### config.mk
export PLATFORM = sky130hd
export DESIGN_NAME = textmode_spi_host
export DESIGN_NICKNAME = d
export VERILOG_FILES = /design/src/rtl/textmode_spi_host.sv
export SDC_FILE = /design/constraint.sdc
export NUM_CORES = 1
export LEC_CHECK = 0
export CAP_MARGIN = 20
export CORE_MARGIN = 4
export CORE_UTILIZATION = 57
export CTS_BUF_LIST = sky130_fd_sc_hd__clkbuf_16
export CTS_CLUSTER_DIAMETER = 200
export DETAILED_ROUTE_END_ITERATION = 7
export HOLD_SLACK_MARGIN = 0.03
export PLACE_DENSITY_LB_ADDON = 0.3
export SLEW_MARGIN = 30
export SYNTH_ARGS = -nofsm -noshare
export SYNTH_HDL_FRONTEND = slang
export SYNTH_SLANG_ARGS = --single-unit
### constraint.sdc
create_clock -name clk -period 3.7 [get_ports clk]
set_clock_uncertainty 0.15 [all_clocks]
set_input_delay 0.37 -clock clk [delete_from_list [all_inputs] [get_ports clk]]
set_output_delay 0.37 -clock clk [all_outputs]
set_load 0.005 [all_outputs]
### src/rtl/textmode_spi_host.sv
// SPI master for the text-mode board write port: scroll, address, then streamed data.
// Each byte takes 16*CLK_DIV clk cycles; header bytes run back to back.
// Data is pulled with a valid/ready handshake; SCK and SSEL stay low while no data is offered.
module textmode_spi_host #(
  parameter int CLK_DIV = 4,
  parameter int CS_GAP  = 2
) (
  input  logic        clk,
  input  logic        rst,
  input  logic        start,
  input  logic        scroll_only,
  input  logic [6:0]  scroll,
  input  logic [14:0] addr,
  input  logic [7:0]  data_in,
  input  logic        data_last,
  input  logic        data_valid,
  output logic        data_ready,
  output logic        busy,
  output logic        done,
  output logic [7:0]  miso_byte,
  output logic        miso_valid,
  output logic        SCK,
  output logic        MOSI,
  input  logic        MISO,
  output logic        SSEL
);

  typedef enum logic [2:0] {IDLE, SHIFT, WAIT_DATA, HOLD, GAP} state_t;

  localparam int DW = $clog2(CLK_DIV + 1);
  localparam int GW = (CS_GAP < 1) ? 1 : $clog2(CS_GAP + 1);
  localparam logic [DW-1:0] DIV_LAST = DW'(CLK_DIV - 1);
  localparam logic [GW-1:0] GAP_LAST = GW'(CS_GAP);

  state_t        state_q;
  logic [DW-1:0] div_q;
  logic [GW-1:0] gap_q;
  logic [2:0]    bit_q;
  logic [1:0]    byte_q;       // 0 scroll, 1 addr high, 2 addr low, 3 data
  logic [7:0]    tx_q;         // tx_q[7] is always the bit on MOSI
  logic [7:0]    rx_q;
  logic [14:0]   addr_q;
  logic          scroll_only_q;
  logic          last_q;
  logic          sck_q, mosi_q, ssel_q;
  logic          busy_q, done_q, data_ready_q;
  logic [7:0]    miso_byte_q;
  logic          miso_valid_q;
  logic          div_end;

  assign div_end = (div_q == DIV_LAST);

  // Transaction sequencer: owns every output register so all outputs are glitch-free.
  always_ff @(posedge clk or posedge rst) begin
    if (rst) begin
      state_q       <= IDLE;
      div_q         <= '0;
      gap_q         <= '0;
      bit_q         <= 3'd7;
      byte_q        <= 2'd0;
      tx_q          <= 8'h00;
      rx_q          <= 8'h00;
      addr_q        <= 15'h0000;
      scroll_only_q <= 1'b0;
      last_q        <= 1'b0;
      sck_q         <= 1'b0;
      mosi_q        <= 1'b0;
      ssel_q        <= 1'b1;
      busy_q        <= 1'b0;
      done_q        <= 1'b0;
      data_ready_q  <= 1'b0;
      miso_byte_q   <= 8'h00;
      miso_valid_q  <= 1'b0;
    end else begin
      done_q       <= 1'b0;
      miso_valid_q <= 1'b0;
      case (state_q)
        IDLE: begin
          if (start) begin
            addr_q        <= addr;
            scroll_only_q <= scroll_only;
            tx_q          <= {1'b0, scroll};
            mosi_q        <= 1'b0;
            ssel_q        <= 1'b0;
            sck_q         <= 1'b0;
            busy_q        <= 1'b1;
            byte_q        <= 2'd0;
            bit_q         <= 3'd7;
            div_q         <= '0;
            state_q       <= SHIFT;
          end
        end
        SHIFT: begin
          if (!div_end) begin
            div_q <= div_q + 1'b1;
          end else begin
            div_q <= '0;
            if (!sck_q) begin
              // Rising SCK: MISO has been stable since the previous falling edge.
              sck_q <= 1'b1;
              rx_q  <= {rx_q[6:0], MISO};
            end else begin
              sck_q <= 1'b0;
              if (bit_q != 3'd0) begin
                bit_q  <= bit_q - 3'd1;
                tx_q   <= {tx_q[6:0], 1'b0};
                mosi_q <= tx_q[6];
              end else begin
                bit_q        <= 3'd7;
                miso_byte_q  <= rx_q;
                miso_valid_q <= 1'b1;
                case (byte_q)
                  2'd0: begin
                    if (scroll_only_q) begin
                      state_q <= HOLD;
                    end else begin
                      tx_q   <= {1'b0, addr_q[14:8]};
                      mosi_q <= 1'b0;
                      byte_q <= 2'd1;
                    end
                  end
                  2'd1: begin
                    tx_q   <= addr_q[7:0];
                    mosi_q <= addr_q[7];
                    byte_q <= 2'd2;
                  end
                  2'd2: begin
                    byte_q       <= 2'd3;
                    data_ready_q <= 1'b1;
                    state_q      <= WAIT_DATA;
                  end
                  default: begin
                    if (last_q) begin
                      state_q <= HOLD;
                    end else begin
                      data_ready_q <= 1'b1;
                      state_q      <= WAIT_DATA;
                    end
                  end
                endcase
              end
            end
          end
        end
        WAIT_DATA: begin
          // The slave is edge-driven, so the stall may last indefinitely.
          if (data_valid && data_ready_q) begin
            tx_q         <= data_in;
            last_q       <= data_last;
            mosi_q       <= data_in[7];
            data_ready_q <= 1'b0;
            bit_q        <= 3'd7;
            div_q        <= '0;
            state_q      <= SHIFT;
          end
        end
        HOLD: begin
          if (div_end) begin
            div_q   <= '0;
            ssel_q  <= 1'b1;
            gap_q   <= '0;
            state_q <= GAP;
          end else begin
            div_q <= div_q + 1'b1;
          end
        end
        GAP: begin
          if (gap_q == GAP_LAST) begin
            busy_q  <= 1'b0;
            done_q  <= 1'b1;
            state_q <= IDLE;
          end else begin
            gap_q <= gap_q + 1'b1;
          end
        end
        default: state_q <= IDLE;
      endcase
    end
  end

  assign SCK        = sck_q;
  assign MOSI       = mosi_q;
  assign SSEL       = ssel_q;
  assign busy       = busy_q;
  assign done       = done_q;
  assign data_ready = data_ready_q;
  assign miso_byte  = miso_byte_q;
  assign miso_valid = miso_valid_q;

endmodule

==> results of run 1 <==
==> worst paths after layout <==
path                            start      endpoint  slack, ns  depth (start not counted)
setup / recovery           state_q[0]  miso_byte[0]       1.08                          4
hold / removal                    rst     addr_q[6]       0.27                          2
setup reg to reg           state_q[0]  miso_byte[0]       1.08                          4
hold reg to reg              bit_q[0]      bit_q[0]       0.34                          1
max in group asynchronous         rst          SSEL       2.42                          3
min in group clk             bit_q[0]      bit_q[0]       0.34                          1
==> critical path, delay by kind of cell (launching register included) <==
kind	cells	cell delay, ns
AND/OR/NAND/NOR	3	1.25
multiplexers	1	0.40
flip-flops	1	0.70
==> power groups by stage <==
stage / Combinational [mW] / Clock (mW) / Sequential, mW
after global routing: 0.0801 / 0.899 / 0.673
final: 0.0733 / 0.857 / 0.672
after floorplan: 0.0264 / 0 / 0.681
after detailed placement: 0.0744 / 0 / 0.683
after global placement: 0.0727 / 0 / 0.682
after CTS: 0.0747 / 0.867 / 0.672
==> registers in the layout (all words and copies together), names as in the netlist, 2 cells and up <==
name,cells
addr_q,15
bit_q,3
byte_q,2
div_q,3
gap_q,2
miso_byte,8
rx_q,8
state_q,3
tx_q,7
==> cells in the final DEF, fill, tap and decap left out, types with 2 or more instances in the layout <==
| cell type | n |
|---|---|
| o2bb2ai_1 | 5 |
| a32o_1 | 2 |
| a31oi_1 | 5 |
| mux2i_1 | 11 |
| clkinv_1 | 2 |
| nor2_1 | 13 |
| inv_1 | 12 |
| bufinv_16 | 2 |
| o22ai_1 | 2 |
| nand2_1 | 14 |
| buf_4 | 5 |
| nor3b_1 | 2 |
| o21bai_1 | 2 |
| o21ai_0 | 8 |
| nand2b_1 | 4 |
| mux2_2 | 37 |
| nor3_1 | 3 |
| clkbuf_16 | 9 |
| nor2b_1 | 3 |
| and3_1 | 2 |
| dfrtp_1 | 56 |
| mux2_4 | 8 |
| ha_1 | 9 |
| clkdlybuf4s50_1 | 51 |
| a221o_1 | 5 |
| dfstp_2 | 4 |
| a21oi_1 | 6 |
==> metrics by stage <==
stage / area [um2] / setup slack, ns
2_1_floorplan: 2950 / 1.54
3_3_place_gp: 3520 / 1.17
3_5_place_dp: 3520 / 1.17
4_1_cts: 3830 / 1.12
5_1_grt: 3830 / 0.998
6_report: 3830 / 1.08
==> routing by layer <==
metal | track usage [%] | share of wire, % | vias to the layer above
met4 | 11.1 | 2.1 | 0
met1 | 27.1 | 44 | 1029
met2 | 35.2 | 49 | 66
li1 | - | - | 986
met5 | 0 | 0 | -
met3 | 3.72 | 5.0 | 13
==> cells by family (layout without fill, tap and decap cells) <==
kind of cell | count (synthesis) | count (layout) | synth area share, %
AO/OA/AOI/OAI | 45 | 45 | 11.0
adder cells (fa/ha/maj) | 9 | 9 | 3.81
flip-flops | 60 | 60 | 51.0
AND/OR/NAND/NOR | 50 | 50 | 8.77
buffers and inverters | 20 | 83 | 3.47
multiplexers | 56 | 56 | 21.9
==> area by class of cell <==
class / instances / area share, %
sequential: 60 / 39.3
multi-input combinational: 160 / 35.1
timing repair buffer: 56 / 14.3
clock buffer: 9 / 5.88
clock inverter: 7 / 2.19
tap: 67 / 2.19
inverter: 11 / 1.08
==> flow_summary_export.csv, run 1 <==
group,metric,value,unit
outcome,status,"completed",
clock_network,cts_tree,"done",
yosys,ys.flop_type,"dfrtp_1",
timing,worst_slew_pin_slew,0.583,ns
worst_setup_path,crit_path_end_kind,"flop",
clock_network,htree_levels,3,
finish,final_cells,370,
timing,hold_ws,0.265,ns
die,core_area,0.00488,mm2
yosys,synth_common_cells,"56 x dfrtp_1, 37 x mux2_2, 14 x nand2_1, 13 x nor2_1",
worst_setup_path,crit_path_start_kind,"flop",
yosys,yosysTopAreaCellShare,47.5,%
placed_design,io_buffer_count,51,
clock_network,postCtsHoldBufs,0,
drt,routed_wl,6200,um
timing,fin_crit_sh,70.7,%
drt,ant_nets,0,
drt,viasPerCell,5.66,
clock_network,cts_max_path_buffers,2,
yosys,synthesis.nets,286,
min_path,hp-class,"primary input to async pin",
clock_network,cts_root_buf,"clkbuf_16",
clock_network,cts-buffers-inserted,9,
power,switchingPower,0.308,mW
drt,drt_iter0_markers,135,
power,switching_share,19.3,%
power,powerDensity,418,mW/mm2
drt,avgRoutedWirePerCell,16.8,um
die,die_area,0.00640,mm2
worst_setup_path,path_cells,"or3b_1 -> nor2_2 -> and3_1 -> mux2_2",
worst_setup_path,critPathSlowestCell,"dfrtp_1",
placed_design,hpwl,4370,um
global_routing,overflow,0,
run,drv_cap,0,
yosys,ys_seq_area_share,51.0,%
finish,final_util,78.5,%
global_routing,grt.total_usage,21.5,%
worst_setup_path,crit_type,"flop to flop",
yosys,synth-edff-count,0,
global_routing,grt_max_degree,29,
die,ios,52,
yosys,synth_area,0.00295,mm2
drt,drt_pass1_iterations,4,
yosys,yosysMostFrequentCell,"dfrtp_1",
clock_network,clock-sinks,60,
power,p_int,1.29,mW
clock_network,path_clk_slew,0.05,ns
placed_design,dpl.cell_count,354,
finish,antenna_cells,0,
drt,route.vias.total,2094,
yosys,synth_area_leaders,"dfrtp_1 47%, mux2_2 14%, mux2_4 4.1%",
global_routing,antenna_found_initial,0,
timing,relSlewSlack,61.1,%
global_routing,grt_pass1_wl,10400,um
die,die_x,80.0,um
yosys,synth-seq-cells,60,
finish,final_nets,344,
worst_setup_path,critical_path_arrival,2.67,ns
yosys,syn_area_per_cell,12.3,um2
placed_design,place_congestion,0.835,
power,finalPower,1.60,mW
finish,drive_above_1_share,23.8,%
yosys,synthCells,240,
timing,setup_tns,0,ns
timing,rsz0062_at_grt,"no",
die,rows,25,
power,p_seq_share,42.0,%
finish,regArea,0.00151,mm2
finish,syn2layout_area_growth,29.8,%
yosys,synth_cell_types,46,
power,ir_worst_vdd,0.262,mV
clock_network,post-cts-setup-buffers,0,
timing,hold_viol,0,
yosys,synth_top_area_cell,"dfrtp_1",
clock_network,clk-insertion-delay-late,0.32,ns
drt,drc,0,
clock_network,post_cts_resize_count,0,
yosys,yosys_warnings,0,
timing,drv_slew,0,
yosys,async_flop_share,100,%
power,p_leak,1.74,nW
finish,fillers,315,
die,die_y,80.0,um
die,start_util,60.5,%
timing,period_needed,2.62,ns
worst_setup_path,cpPeakStageDelay,0.70,ns
power,pwr-share-comb,4.6,%
timing,max_freq,0.382,GHz
global_routing,grt_pass1_vias,2198,
worst_setup_path,critPathMaxFanout,19,
timing,setup_viol,0,
finish,multi_input_area,0.00134,mm2
power,p_clk_share,53.5,%
worst_setup_path,cp.required,3.76,ns
No activity file was read; power rests on OpenSTA's default activity.
==> run 2, diff against run 1 <==
Settings changed: CORE_UTILIZATION 57 to 52.
Clock period 3.7 ns to 2.6 ns, I/O delays scaled along.
==> flow_summary_export.csv, run 2 (same netlist as run 1, synthesis figures left out) <==
group,metric,value,unit
die,core_area,0.00551,mm2
placed_design,io_buffer_count,51,
timing,fin_crit_sh,90.1,%
finish,drive_above_1_share,26.0,%
finish,antenna_cells,0,
global_routing,grt_pass1_wl,10300,um
worst_setup_path,reg2reg_from,"div_q[0]",
clock_network,clk-insertion-delay-late,0.32,ns
clock_network,cts_max_path_buffers,2,
power,ir_worst_vdd,0.502,mV
clock_network,htree_levels,3,
timing,worst_slew_pin_slew,0.585,ns
timing,setup_ws,0.257,ns
worst_setup_path,critPathMaxFanout,8,
global_routing,antenna_found_initial,0,
timing,relSlewSlack,61.0,%
drt,routed_wl,6210,um
clock_network,cts-buffers-inserted,9,
clock_network,cts_root_buf,"clkbuf_16",
timing,period_needed,2.34,ns
power,p_seq_share,41.5,%
drt,avgRoutedWirePerCell,16.3,um
worst_setup_path,crit_type,"flop to flop",
finish,largest_register_ffs,15,
timing,max_freq,0.427,GHz
die,rows,27,
timing,drv_slew,0,
finish,layout_common_cells,"56 x dfrtp_1, 51 x clkdlybuf4s50_1, 37 x mux2_2, 14 x nand2_1, 13 x nor2_1",
drt,drc,0,
clock_network,clock-sinks,60,
worst_setup_path,crit_path_start_kind,"flop",
global_routing,grt.total_usage,18.6,%
drt,drt_pass1_iterations,4,
global_routing,overflow,0,
power,pwr-share-comb,4.6,%
timing,setup_viol,0,
finish,largest_register,"addr_q",
clock_network,postCtsHoldBufs,0,
placed_design,pre_cts_ws,0.207,ns
die,die_y,83.4,um
finish,syn2layout_area_growth,31.9,%
placed_design,hpwl,4310,um
global_routing,grt_pass1_vias,2178,
power,p_clk_share,53.9,%
power,switchingPower,0.456,mW
timing,setup_tns,0,ns
min_path,hp-class,"primary input to async pin",
clock_network,path_clk_slew,0.05,ns
power,switching_share,19.8,%
worst_setup_path,critical_path_arrival,2.40,ns
worst_setup_path,cp.required,2.65,ns
power,p_int,1.85,mW
die,start_util,53.6,%
drt,route.vias.total,2099,
global_routing,grt_max_degree,61,
worst_setup_path,critPathSlowestCell,"a21oi_2",
placed_design,place_congestion,0.770,
worst_setup_path,r2r-end,"tx_q[0]",
drt,viasPerCell,5.52,
clock_network,post_cts_resize_count,0,
die,die_area,0.00695,mm2
timing,rsz0062_at_grt,"no",
worst_setup_path,rrSetupSlack,0.26,ns
power,p_leak,1.76,nW
drt,ant_nets,0,
run,drv_cap,0,
worst_setup_path,cpPeakStageDelay,0.40,ns
drt,drt_iter0_markers,92,
outcome,status,"completed",
clock_network,post-cts-setup-buffers,0,
clock_network,cts_tree,"done",
finish,final_common_cell,"dfrtp_1",
placed_design,postPlaceCellArea,0.00358,mm2
finish,design_area,0.00389,mm2
die,ios,52,
power,powerDensity,592,mW/mm2
timing,hold_viol,0,
die,die_x,83.4,um
worst_setup_path,crit_path_end_kind,"flop",
worst_setup_path,path_cells,"ha_1 -> and2b_1 -> mux2i_1 -> a211o_1 -> a21oi_2 -> mux2_2",
worst_setup_path,reg2reg_depth,6,
finish,final_nets,349,
finish,fillers,402,
## run 2: changes by cell type in the layout (fill, tap and decap cells not counted), sizes merged
cell      change
buf           +5
clkinvlp      +1
inv           -1
## run 2: how the worst max path moves through the flow
stage               startpoint      end  slack, ns
floorplan            byte_q[1]     MOSI       0.44
global placement    data_valid  tx_q[3]       0.26
detailed placement  data_valid  tx_q[0]       0.21
CTS                   div_q[0]  tx_q[1]       0.26
global route          div_q[0]  tx_q[0]       0.11
finish                div_q[0]  tx_q[0]       0.26
## run 2: stage by stage
step	hold slack [ns]	utilization, %	total power, mW	cells
6_report	0.171	70.7	2.31	380
5_1_grt	0.232	70.7	2.37	380
4_1_cts	0.189	70.7	2.33	380
3_5_place_dp	0.327	65.0	1.08	364
3_3_place_gp	0.327	65.0	1.08	364
2_1_floorplan	0.227	-	1.01	240
## run 2: layer usage
| layer | up-vias | track usage (%) | share of wire, % |
|---|---|---|---|
| met5 | - | 0 | 0 |
| met4 | 0 | 7.88 | 1.7 |
| met3 | 13 | 4.27 | 4.3 |
| met2 | 56 | 30.6 | 49 |
| met1 | 1035 | 23.5 | 45 |
| li1 | 995 | - | - |
## run 2: layout make-up
type | count | area [um2] | share of cell area [%]
tap | 72 | 90.1 | 2.31
sequential | 60 | 1510 | 38.7
inverter | 11 | 41.3 | 1.06
clock inverter | 7 | 90.1 | 2.31
clock buffer | 9 | 225 | 5.78
multi-input combinational | 160 | 1340 | 34.5
timing repair buffer | 61 | 598 | 15.4
## run 2: power groups by stage
stage               logic, mW  registers (mW)  clock network, mW
floorplan              0.0376           0.969                  0
global placement        0.105           0.971                  0
global route            0.116           0.958               1.30
CTS                     0.109           0.957               1.26
finish                  0.106           0.956               1.24
detailed placement      0.107           0.972                  0
## run 2: worst max-delay path: cells and delay by family, from the launching register on
family,cells,cell delay [ns]
compound gates,2,0.79
fa+ha+maj,1,0.19
flops,1,0.36
mux,2,0.52
simple gates,1,0.20
==> run 3, diff against run 2 <==
Settings changed: CTS_CLUSTER_DIAMETER 200 to 120, SLEW_MARGIN 30 to unset.
==> results of run 3 <==
Final layout, timing and power as in run 2 (identical DEF).
